## src/rtl/micro_sequencer_if.sv

```systemverilog
// rtl/micro_sequencer_if.sv - control bundle between the micro-sequencer and the datapath/decoder
interface micro_sequencer_if;
    logic [6:0] opcode;
    logic       bcond;
    logic       mem_ready;
    logic       halt_req;

    logic       to_IR_from_MEM_PC;
    logic       to_A_from_RF_RS1;
    logic       to_B_from_RF_RS2;
    logic       to_ALUOut_from_PCp4;
    logic       to_ALUOut_from_ApB;
    logic       to_RF_rd_from_ALUOut;
    logic       to_PC_from_PCp4;
    logic       to_ALUOut_from_Apimm;
    logic       to_MDR_from_MEM_ALUOut;
    logic       to_RF_rd_from_MDR;
    logic       to_MEM_ALUOut_from_B;
    logic       to_PC_from_ALUOut;
    logic       to_PC_from_PCpimm;
    logic       to_PC_from_Apimm;

    logic [3:0] state;
    logic       retire;
    logic       halted;

    modport master (
        input  opcode, bcond, mem_ready, halt_req,
        output to_IR_from_MEM_PC, to_A_from_RF_RS1, to_B_from_RF_RS2, to_ALUOut_from_PCp4,
               to_ALUOut_from_ApB, to_RF_rd_from_ALUOut, to_PC_from_PCp4, to_ALUOut_from_Apimm,
               to_MDR_from_MEM_ALUOut, to_RF_rd_from_MDR, to_MEM_ALUOut_from_B, to_PC_from_ALUOut,
               to_PC_from_PCpimm, to_PC_from_Apimm, state, retire, halted
    );

    modport slave (
        output opcode, bcond, mem_ready, halt_req,
        input  to_IR_from_MEM_PC, to_A_from_RF_RS1, to_B_from_RF_RS2, to_ALUOut_from_PCp4,
               to_ALUOut_from_ApB, to_RF_rd_from_ALUOut, to_PC_from_PCp4, to_ALUOut_from_Apimm,
               to_MDR_from_MEM_ALUOut, to_RF_rd_from_MDR, to_MEM_ALUOut_from_B, to_PC_from_ALUOut,
               to_PC_from_PCpimm, to_PC_from_Apimm, state, retire, halted
    );
endinterface

```

## src/rtl/micro_sequencer.sv

```systemverilog
// rtl/micro_sequencer.sv - multi-cycle RV32 control sequencer emitting per-state micro-op strobes
module micro_sequencer (
    input  logic              clk,
    input  logic              reset_n,
    micro_sequencer_if.master bus
);
    localparam logic [3:0] S_IF    = 4'd0;
    localparam logic [3:0] S_ID    = 4'd1;
    localparam logic [3:0] S_EXR   = 4'd2;
    localparam logic [3:0] S_EXI   = 4'd3;
    localparam logic [3:0] S_WBA   = 4'd4;
    localparam logic [3:0] S_ADDR  = 4'd5;
    localparam logic [3:0] S_LD4   = 4'd6;
    localparam logic [3:0] S_LD5   = 4'd7;
    localparam logic [3:0] S_SD4   = 4'd8;
    localparam logic [3:0] S_B3    = 4'd9;
    localparam logic [3:0] S_B4    = 4'd10;
    localparam logic [3:0] S_JAL3  = 4'd11;
    localparam logic [3:0] S_JALR3 = 4'd12;
    localparam logic [3:0] S_PCINC = 4'd13;
    localparam logic [3:0] S_HALT  = 4'd14;

    localparam logic [6:0] OP_R    = 7'b0110011;
    localparam logic [6:0] OP_I    = 7'b0010011;
    localparam logic [6:0] OP_LD   = 7'b0000011;
    localparam logic [6:0] OP_ST   = 7'b0100011;
    localparam logic [6:0] OP_BR   = 7'b1100011;
    localparam logic [6:0] OP_JAL  = 7'b1101111;
    localparam logic [6:0] OP_JALR = 7'b1100111;
    localparam logic [6:0] OP_SYS  = 7'b1110011;

    logic [3:0] state_q, state_d;

    always_ff @(posedge clk or negedge reset_n) begin
        if (!reset_n) state_q <= S_IF;
        else          state_q <= state_d;
    end

    always_comb begin
        state_d = state_q;
        case (state_q)
            S_IF:    if (bus.mem_ready) state_d = S_ID;
            S_ID: begin
                case (bus.opcode)
                    OP_R:         state_d = S_EXR;
                    OP_I:         state_d = S_EXI;
                    OP_LD, OP_ST: state_d = S_ADDR;
                    OP_BR:        state_d = S_B3;
                    OP_JAL:       state_d = S_JAL3;
                    OP_JALR:      state_d = S_JALR3;
                    OP_SYS:       state_d = bus.halt_req ? S_HALT : S_PCINC;
                    default:      state_d = S_PCINC;
                endcase
            end
            S_EXR, S_EXI: state_d = S_WBA;
            S_ADDR:  state_d = (bus.opcode == OP_LD) ? S_LD4 : S_SD4;
            S_LD4:   if (bus.mem_ready) state_d = S_LD5;
            S_SD4:   if (bus.mem_ready) state_d = S_IF;
            S_B3:    state_d = bus.bcond ? S_B4 : S_IF;
            S_HALT:  state_d = S_HALT;
            // single-cycle tails and the unused code 15 all return to fetch
            default: state_d = S_IF;
        endcase
    end

    always_comb begin
        bus.to_IR_from_MEM_PC      = 1'b0;
        bus.to_A_from_RF_RS1       = 1'b0;
        bus.to_B_from_RF_RS2       = 1'b0;
        bus.to_ALUOut_from_PCp4    = 1'b0;
        bus.to_ALUOut_from_ApB     = 1'b0;
        bus.to_RF_rd_from_ALUOut   = 1'b0;
        bus.to_PC_from_PCp4        = 1'b0;
        bus.to_ALUOut_from_Apimm   = 1'b0;
        bus.to_MDR_from_MEM_ALUOut = 1'b0;
        bus.to_RF_rd_from_MDR      = 1'b0;
        bus.to_MEM_ALUOut_from_B   = 1'b0;
        bus.to_PC_from_ALUOut      = 1'b0;
        bus.to_PC_from_PCpimm      = 1'b0;
        bus.to_PC_from_Apimm       = 1'b0;
        case (state_q)
            S_IF:  bus.to_IR_from_MEM_PC = 1'b1;
            S_ID: begin
                bus.to_A_from_RF_RS1    = 1'b1;
                bus.to_B_from_RF_RS2    = 1'b1;
                bus.to_ALUOut_from_PCp4 = 1'b1;
            end
            S_EXR:         bus.to_ALUOut_from_ApB   = 1'b1;
            S_EXI, S_ADDR: bus.to_ALUOut_from_Apimm = 1'b1;
            S_WBA: begin
                bus.to_RF_rd_from_ALUOut = 1'b1;
                bus.to_PC_from_PCp4      = 1'b1;
            end
            S_LD4: bus.to_MDR_from_MEM_ALUOut = 1'b1;
            S_LD5: begin
                bus.to_RF_rd_from_MDR = 1'b1;
                bus.to_PC_from_PCp4   = 1'b1;
            end
            S_SD4: begin
                // PC advances only on the completing cycle so a stalled store bumps it once
                bus.to_MEM_ALUOut_from_B = 1'b1;
                bus.to_PC_from_PCp4      = bus.mem_ready;
            end
            S_B3:  bus.to_PC_from_ALUOut = 1'b1;
            S_B4:  bus.to_PC_from_PCpimm = 1'b1;
            S_JAL3: begin
                bus.to_RF_rd_from_ALUOut = 1'b1;
                bus.to_PC_from_PCpimm    = 1'b1;
            end
            S_JALR3: begin
                bus.to_RF_rd_from_ALUOut = 1'b1;
                bus.to_PC_from_Apimm     = 1'b1;
            end
            S_PCINC: bus.to_PC_from_PCp4 = 1'b1;
            default: ;
        endcase
    end

    assign bus.state  = state_q;
    assign bus.halted = (state_q == S_HALT);
    assign bus.retire = bus.to_PC_from_PCp4 | bus.to_PC_from_PCpimm | bus.to_PC_from_Apimm |
                        ((state_q == S_B3) & ~bus.bcond);
endmodule

```

## src/flat_wrapper.sv

```systemverilog
// flat-port wrapper written by rule: the top's interface ports become plain ports
module micro_sequencer_flat 
  (clk, reset_n, bus_opcode, bus_bcond, bus_mem_ready, bus_halt_req, bus_to_IR_from_MEM_PC, bus_to_A_from_RF_RS1, bus_to_B_from_RF_RS2, bus_to_ALUOut_from_PCp4, bus_to_ALUOut_from_ApB, bus_to_RF_rd_from_ALUOut, bus_to_PC_from_PCp4, bus_to_ALUOut_from_Apimm, bus_to_MDR_from_MEM_ALUOut, bus_to_RF_rd_from_MDR, bus_to_MEM_ALUOut_from_B, bus_to_PC_from_ALUOut, bus_to_PC_from_PCpimm, bus_to_PC_from_Apimm, bus_state, bus_retire, bus_halted);
  micro_sequencer_if bus_i ();
  input  logic clk;
  input  logic reset_n;
  input wire logic [$bits(bus_i.opcode)-1:0] bus_opcode;
  input wire logic [$bits(bus_i.bcond)-1:0] bus_bcond;
  input wire logic [$bits(bus_i.mem_ready)-1:0] bus_mem_ready;
  input wire logic [$bits(bus_i.halt_req)-1:0] bus_halt_req;
  output wire logic [$bits(bus_i.to_IR_from_MEM_PC)-1:0] bus_to_IR_from_MEM_PC;
  output wire logic [$bits(bus_i.to_A_from_RF_RS1)-1:0] bus_to_A_from_RF_RS1;
  output wire logic [$bits(bus_i.to_B_from_RF_RS2)-1:0] bus_to_B_from_RF_RS2;
  output wire logic [$bits(bus_i.to_ALUOut_from_PCp4)-1:0] bus_to_ALUOut_from_PCp4;
  output wire logic [$bits(bus_i.to_ALUOut_from_ApB)-1:0] bus_to_ALUOut_from_ApB;
  output wire logic [$bits(bus_i.to_RF_rd_from_ALUOut)-1:0] bus_to_RF_rd_from_ALUOut;
  output wire logic [$bits(bus_i.to_PC_from_PCp4)-1:0] bus_to_PC_from_PCp4;
  output wire logic [$bits(bus_i.to_ALUOut_from_Apimm)-1:0] bus_to_ALUOut_from_Apimm;
  output wire logic [$bits(bus_i.to_MDR_from_MEM_ALUOut)-1:0] bus_to_MDR_from_MEM_ALUOut;
  output wire logic [$bits(bus_i.to_RF_rd_from_MDR)-1:0] bus_to_RF_rd_from_MDR;
  output wire logic [$bits(bus_i.to_MEM_ALUOut_from_B)-1:0] bus_to_MEM_ALUOut_from_B;
  output wire logic [$bits(bus_i.to_PC_from_ALUOut)-1:0] bus_to_PC_from_ALUOut;
  output wire logic [$bits(bus_i.to_PC_from_PCpimm)-1:0] bus_to_PC_from_PCpimm;
  output wire logic [$bits(bus_i.to_PC_from_Apimm)-1:0] bus_to_PC_from_Apimm;
  output wire logic [$bits(bus_i.state)-1:0] bus_state;
  output wire logic [$bits(bus_i.retire)-1:0] bus_retire;
  output wire logic [$bits(bus_i.halted)-1:0] bus_halted;
  assign bus_i.opcode = bus_opcode;
  assign bus_i.bcond = bus_bcond;
  assign bus_i.mem_ready = bus_mem_ready;
  assign bus_i.halt_req = bus_halt_req;
  assign bus_to_IR_from_MEM_PC = bus_i.to_IR_from_MEM_PC;
  assign bus_to_A_from_RF_RS1 = bus_i.to_A_from_RF_RS1;
  assign bus_to_B_from_RF_RS2 = bus_i.to_B_from_RF_RS2;
  assign bus_to_ALUOut_from_PCp4 = bus_i.to_ALUOut_from_PCp4;
  assign bus_to_ALUOut_from_ApB = bus_i.to_ALUOut_from_ApB;
  assign bus_to_RF_rd_from_ALUOut = bus_i.to_RF_rd_from_ALUOut;
  assign bus_to_PC_from_PCp4 = bus_i.to_PC_from_PCp4;
  assign bus_to_ALUOut_from_Apimm = bus_i.to_ALUOut_from_Apimm;
  assign bus_to_MDR_from_MEM_ALUOut = bus_i.to_MDR_from_MEM_ALUOut;
  assign bus_to_RF_rd_from_MDR = bus_i.to_RF_rd_from_MDR;
  assign bus_to_MEM_ALUOut_from_B = bus_i.to_MEM_ALUOut_from_B;
  assign bus_to_PC_from_ALUOut = bus_i.to_PC_from_ALUOut;
  assign bus_to_PC_from_PCpimm = bus_i.to_PC_from_PCpimm;
  assign bus_to_PC_from_Apimm = bus_i.to_PC_from_Apimm;
  assign bus_state = bus_i.state;
  assign bus_retire = bus_i.retire;
  assign bus_halted = bus_i.halted;
  micro_sequencer u_core (.clk(clk), .reset_n(reset_n), .bus(bus_i));
endmodule
```

## config.mk

```make
export PLATFORM = sky130hd
export DESIGN_NAME = micro_sequencer_flat
export DESIGN_NICKNAME = d
export VERILOG_FILES = /design/src/rtl/micro_sequencer_if.sv /design/src/rtl/micro_sequencer.sv /design/src/flat_wrapper.sv
export SDC_FILE = /design/constraint.sdc
export NUM_CORES = 1
export LEC_CHECK = 0
export BUFFER_PORTS_ARGS = -buffer_cell sky130_fd_sc_hd__buf_2
export CAP_MARGIN = 25
export CORE_MARGIN = 2
export CORE_UTILIZATION = 43
export CTS_BUF_LIST = sky130_fd_sc_hd__clkbuf_16
export DETAILED_ROUTE_END_ITERATION = 8
export PLACE_DENSITY_LB_ADDON = 0.05
export SYNTH_ARGS = -nofsm -noshare
export SYNTH_HDL_FRONTEND = slang
export SYNTH_SLANG_ARGS = --single-unit
export TNS_END_PERCENT = 20
```

## constraint.sdc

```tcl
create_clock -name clk -period 1.82 [get_ports clk]
set_clock_uncertainty 0.1 [all_clocks]
set_input_delay 0.182 -clock clk [delete_from_list [all_inputs] [get_ports clk]]
set_output_delay 0.182 -clock clk [all_outputs]
set_load 0.02 [all_outputs]
```

### Yosys cells after proc, flatten, opt, wreduce, memory -nomap -nowiden

Index checks and enable logic that the tools add are counted.

* bits in registers: 4
* bits of input ports: 12
* output and inout bits: 20

* eq/ne operators: 25
* multiplexer cells: 20
* bitwise operators: 5
* reduce and logical (&&, ||, !) cells: 8

Operators by type and width (number)
* 4-bit case mux with 8 select lines: 1
* 4-bit equality test, second input constant: 7
* 7-bit equality test, second input constant: 4
* 4-bit case mux with 7 select lines: 1
* 4-bit two-way mux: 5
* 4-bit by 3-bit equality test with 1-bit output, second input constant: 4
* 7-bit by 6-bit equality test with 1-bit output, second input constant: 2
* 1-bit two-way mux: 11
* 4-bit by 2-bit equality test with 1-bit output, second input constant: 2
* 2-bit OR reduction: 4
* 7-bit by 2-bit equality test with 1-bit output, second input constant: 1
* 7-bit by 5-bit equality test with 1-bit output, second input constant: 1
* 2-bit != test, second input constant: 3
* 3-bit OR reduction: 2
* 4-bit by 1-bit equality test with 1-bit output, second input constant: 1
* 4-bit logical NOT: 1
* 1-bit bitwise OR: 3
* 3-bit AND reduction: 1
* 2-bit two-way mux: 1
* 1-bit case mux with 2 select lines: 1
* 1-bit bitwise AND: 1
* 1-bit inverter: 1

### Depth between registers and ports, before layout

* word-level depth: 6
* mapped depth: 6
* mapped depth without buffers: 4

### Least setup slack after synthesis

Ideal clock, no wire load.

* path kind: reg-to-output
* start: reg u_core.state_q[1] (netlist: u_core.bus.state[1])
* end: out bus_to_IR_from_MEM_PC
* arrival time: 1.553 ns
* required time: 1.538 ns
* setup slack: -0.015 ns
* stages on the path, launching flop included: 4
* buffers on the path: 2
* cell sequence: dfrtp_1 > buf_4 > clkbuf_1 > nor4_1

* word-level cells in the longest chain between the ends: 2

RTL lines
* start: declaration: line micro_sequencer.sv:32 `logic [3:0] state_q, state_d;`
* start signal: assignment: line micro_sequencer.sv:36 `else state_q <= state_d;`
* 4-bit logical NOT: line micro_sequencer.sv:81 `case (state_q)`
* 1-bit two-way mux: line micro_sequencer.sv:81
* end: declaration: line flat_wrapper.sv:11 `output wire logic [$bits(bus_i.to_IR_from_MEM_PC)-1:0] bus_to_IR_from_MEM_PC;`

Every way passes these cells.

### Worst setup path after layout

* start: reg u_core.state_q[3] (netlist: u_core.bus.state[3])
* end: out bus_retire

* word-level cells in the longest chain between the ends: 6

RTL lines
* 4-bit by 3-bit equality test with 1-bit output or 4-bit equality test (tied branches): line micro_sequencer.sv:81
* 3-bit OR reduction (no source line) or 2-bit OR reduction (tied branches)
* 1-bit case mux with 2 select lines or 1-bit two-way mux (tied branches): line micro_sequencer.sv:81
* 1-bit bitwise OR (2 in a row): line micro_sequencer.sv:121 `assign bus.retire = bus.to_PC_from_PCp4 | bus.to_PC_from_PCpimm | bus.to_PC_from_Apimm |`
* 1-bit bitwise OR *: line micro_sequencer.sv:121
* end: declaration: line flat_wrapper.sv:26 `output wire logic [$bits(bus_i.retire)-1:0] bus_retire;`

Mark *: on every way between the ends. The rest lies on a longest branch, timed or not.

==> key figures <==
Outcome
  – Run status: finished clean

Timing
  – Final setup vio count: 0
  – Max Freq: 580.9 MHz
  – RSZ-0062 raised after global routing: no
  – Hold_ws: 0.1142 ns
  – Min cycle time layout: 1.721 ns
  – Final Max Slew Viols: 0
  – Worst-Margin Slew: 0.4518 ns
  – Endpoints failing hold: 0
  – Normalized max-slew margin: 0.6963
  – Setup TNS: 0 ns
  – Tcrit/Tclk final: 0.9459

Clock network
  – Reg clk slew, reported paths: 0.03 ns
  – Clock buffer depth: 2
  – CTS root buffer: clkbuf_16
  – Clk sinks: 4
  – Htree depth: 1
  – Clk_lat worst skew: 0.22 ns
  – CTS tree: done
  – Total CTS buffers: 3
  – Setup Buffers After CTS: 0

Finish
  – ANT cells: 0
  – Share of post-route cells with drive strength above 1: 0.4087
  – Layout Nets: 129
  – Area grow syn2layout: 39.26%
  – Max FFs per register: 4
  – Fill count: 127

GRT
  – Initial antenna violation count: 0
  – First-pass GRT wire length: 2566 um
  – GRT Total Usage: 0.1863
  – GR Overflow Total: 0
  – Largest net degree at the start of global routing: 19
  – Vias in the first global route: 600

Hold path
  – Worst Hold Class: in -> reg

Route
  – Iteration-0 DRC Markers: 21
  – DRT Pass-1 Iters: 4
  – Post-DRT Antenna Nets: 0
  – Via count: 701
  – DRC Markers: 0
  – Number of vias per cell: 5.392
  – Routed wire length: 1560 um
  – Wire length per cell: 12.00 um

Yosys
  – Gate Count Post-Synth: 86
  – Net Count, Synth: 98
  – Top cell type's share of synthesized area: 0.1653
  – Cell Area, Synth: 605.6 um2
  – Sequential area share after synthesis: 0.1653
  – Synth top area cells: dfrtp_1 (17%), nor2_1 (8.1%), nand2_1 (6.2%), nand2b_1 (6.2%), nand2b_4 (4.5%)
  – Commonest cells in the netlist: nor2_1 (13), nand2_1 (10), nand2b_1 (6)
  – Post-synth EDFFs: 0
  – Most numerous cell in the Yosys netlist: nor2_1
  – Count of state elements after synthesis: 4
  – Synth area leader: dfrtp_1
  – Synth cell types: 37
  – Ys async rst share: 1.000
  – Post-Syn Area per Cell: 7.042 um2
  – Ys flop type: dfrtp_1
  – Warnings from Yosys: 0

Worst setup path
  – Buf+Inv Stages, Crit Path: 1
  – Worst-path fanout max: 12
  – Worst Path Arrival: 1.44 ns
  – Crit end category: output pin
  – Crit-path slowest cell: dfrtp_2
  – Critical path class: reg -> out
  – Max stage delay on crit path: 0.48 ns
  – Crit-path cells: nand2b_1 > a31oi_1 > o21a_1 > buf_2
  – Startpoint Class: flip-flop
  – Cell family with most CP delay: flip-flops
  – Critical Path RT: 1.54 ns

Floorplan
  – Die area: 1724 um2
  – Die X: 41.53 um
  – Site Rows: 13
  – I/O pins: 32
  – Total core area: 1301 um2
  – Initial Utilization: 0.4654
  – Chip height: 41.53 um

Placed design
  – Detailed placer's ending HPWL: 1209 um
  – GPL Wtd Cong: 0.7543
  – I/O Buffers: 31

Power and ir drop
  – Pwr dens: 1637 nW/um2
  – Max IR drop VDD: 0.6667 mV
  – Leak Pwr: 0.4089 nW

Run
  – Max_cap viols: 0
==> worst min-delay path: stages <==
cell      delay (ns)
buf_2           0.08
a21oi_1         0.07
o211ai_2        0.06
==> cells by family (layout without fill, tap and decap cells) <==
family / Yosys count / in the layout / share of synthesized area
AO/OA/AOI/OAI: 21 / 21 / 0.2707
AND/OR/NAND/NOR: 46 / 46 / 0.4174
XOR/XNOR: 2 / 2 / 0.02893
buffers and inverters: 12 / 41 / 0.1012
flip-flops: 4 / 4 / 0.1653
multiplexers: 1 / 1 / 0.01653
==> area by class of cell <==
cell class,instances,area (um2),share of cell area
inverter,4,15.01,0.01780
clock buffer,3,75.07,0.08902
timing repair buffer,34,180.2,0.2137
tap,15,18.77,0.02226
sequential,4,103.9,0.1231
multi-input combinational,70,450.4,0.5341
==> report_power, final <==
part / internal [mW] / leakage [nW] / switching, mW / total (mW)
Clock: 0.280 / 0.0370 / 0.0568 / 0.337
Combinational: 0.328 / 0.324 / 0.477 / 0.805
Sequential: 0.127 / 0.0477 / 0.112 / 0.239
==> worst paths after layout <==
path	from	to	slack, ns	cells after the start
setup reg to reg	u_core.bus.state[0]$_DFFE_PN0P_	u_core.bus.state[1]$_DFFE_PN0P_	0.29	5
hold / removal	bus_bcond	u_core.bus.state[1]$_DFFE_PN0P_	0.11	3
max in group asynchronous	reset_n	u_core.bus.state[1]$_DFFE_PN0P_	1.29	2
min in group asynchronous	reset_n	u_core.bus.state[2]$_DFFE_PN0P_	0.20	2
hold reg to reg	u_core.bus.state[3]$_DFFE_PN0P_	u_core.bus.state[0]$_DFFE_PN0P_	0.50	1
setup / recovery	u_core.bus.state[3]$_DFFE_PN0P_	bus_retire	0.1	4
==> cells in the final DEF (no fill, tap or decap), types with 3 or more instances in the layout <==
| master | Yosys | routed |
|---|---|---|
| buf_2 | 4 | 31 |
| nor2_1 | 13 | 13 |
| inv_1 | 4 | 4 |
| clkbuf_16 | 0 | 3 |
| nand3_1 | 4 | 4 |
| nand2b_1 | 6 | 6 |
| nand2_1 | 10 | 10 |
| dfrtp_2 | 0 | 3 |
| nor3_1 | 4 | 4 |
==> layer usage <==
metal  vias to the layer above  share of wire  global-route usage
met5                         -              0                   0
met3                         0          0.051             0.01304
met2                        29           0.47              0.2875
met4                         0              0              0.1161
met1                       310           0.48              0.2500
li1                        362              -                   -
==> per-stage QoR <==
stage                     instances  instance area (um2)  setup WS [ns]    util  total power, mW
after CTS                       130                840.8        0.02095  0.6462            1.383
after global placement          126                754.5         0.2343  0.5798            1.038
final                           130                843.3        0.09850  0.6481            1.381
after floorplan                  86                611.8        0.04541       -           0.8435
after detailed placement        126                754.5         0.2100  0.5798            1.035
after global routing            130                843.3        0.01555  0.6481            1.468
==> repair_timing <==
| item | CTS | global route |
|---|---|---|
| resized for setup | 1 | 2 |
| hold endpoints to repair | 4 | 0 |
| hold buffers | 1 | 0 |
| setup endpoints to repair | 4 | 2 |
| pin swaps | 0 | 0 |
Power figures use the tool's default switching activity.
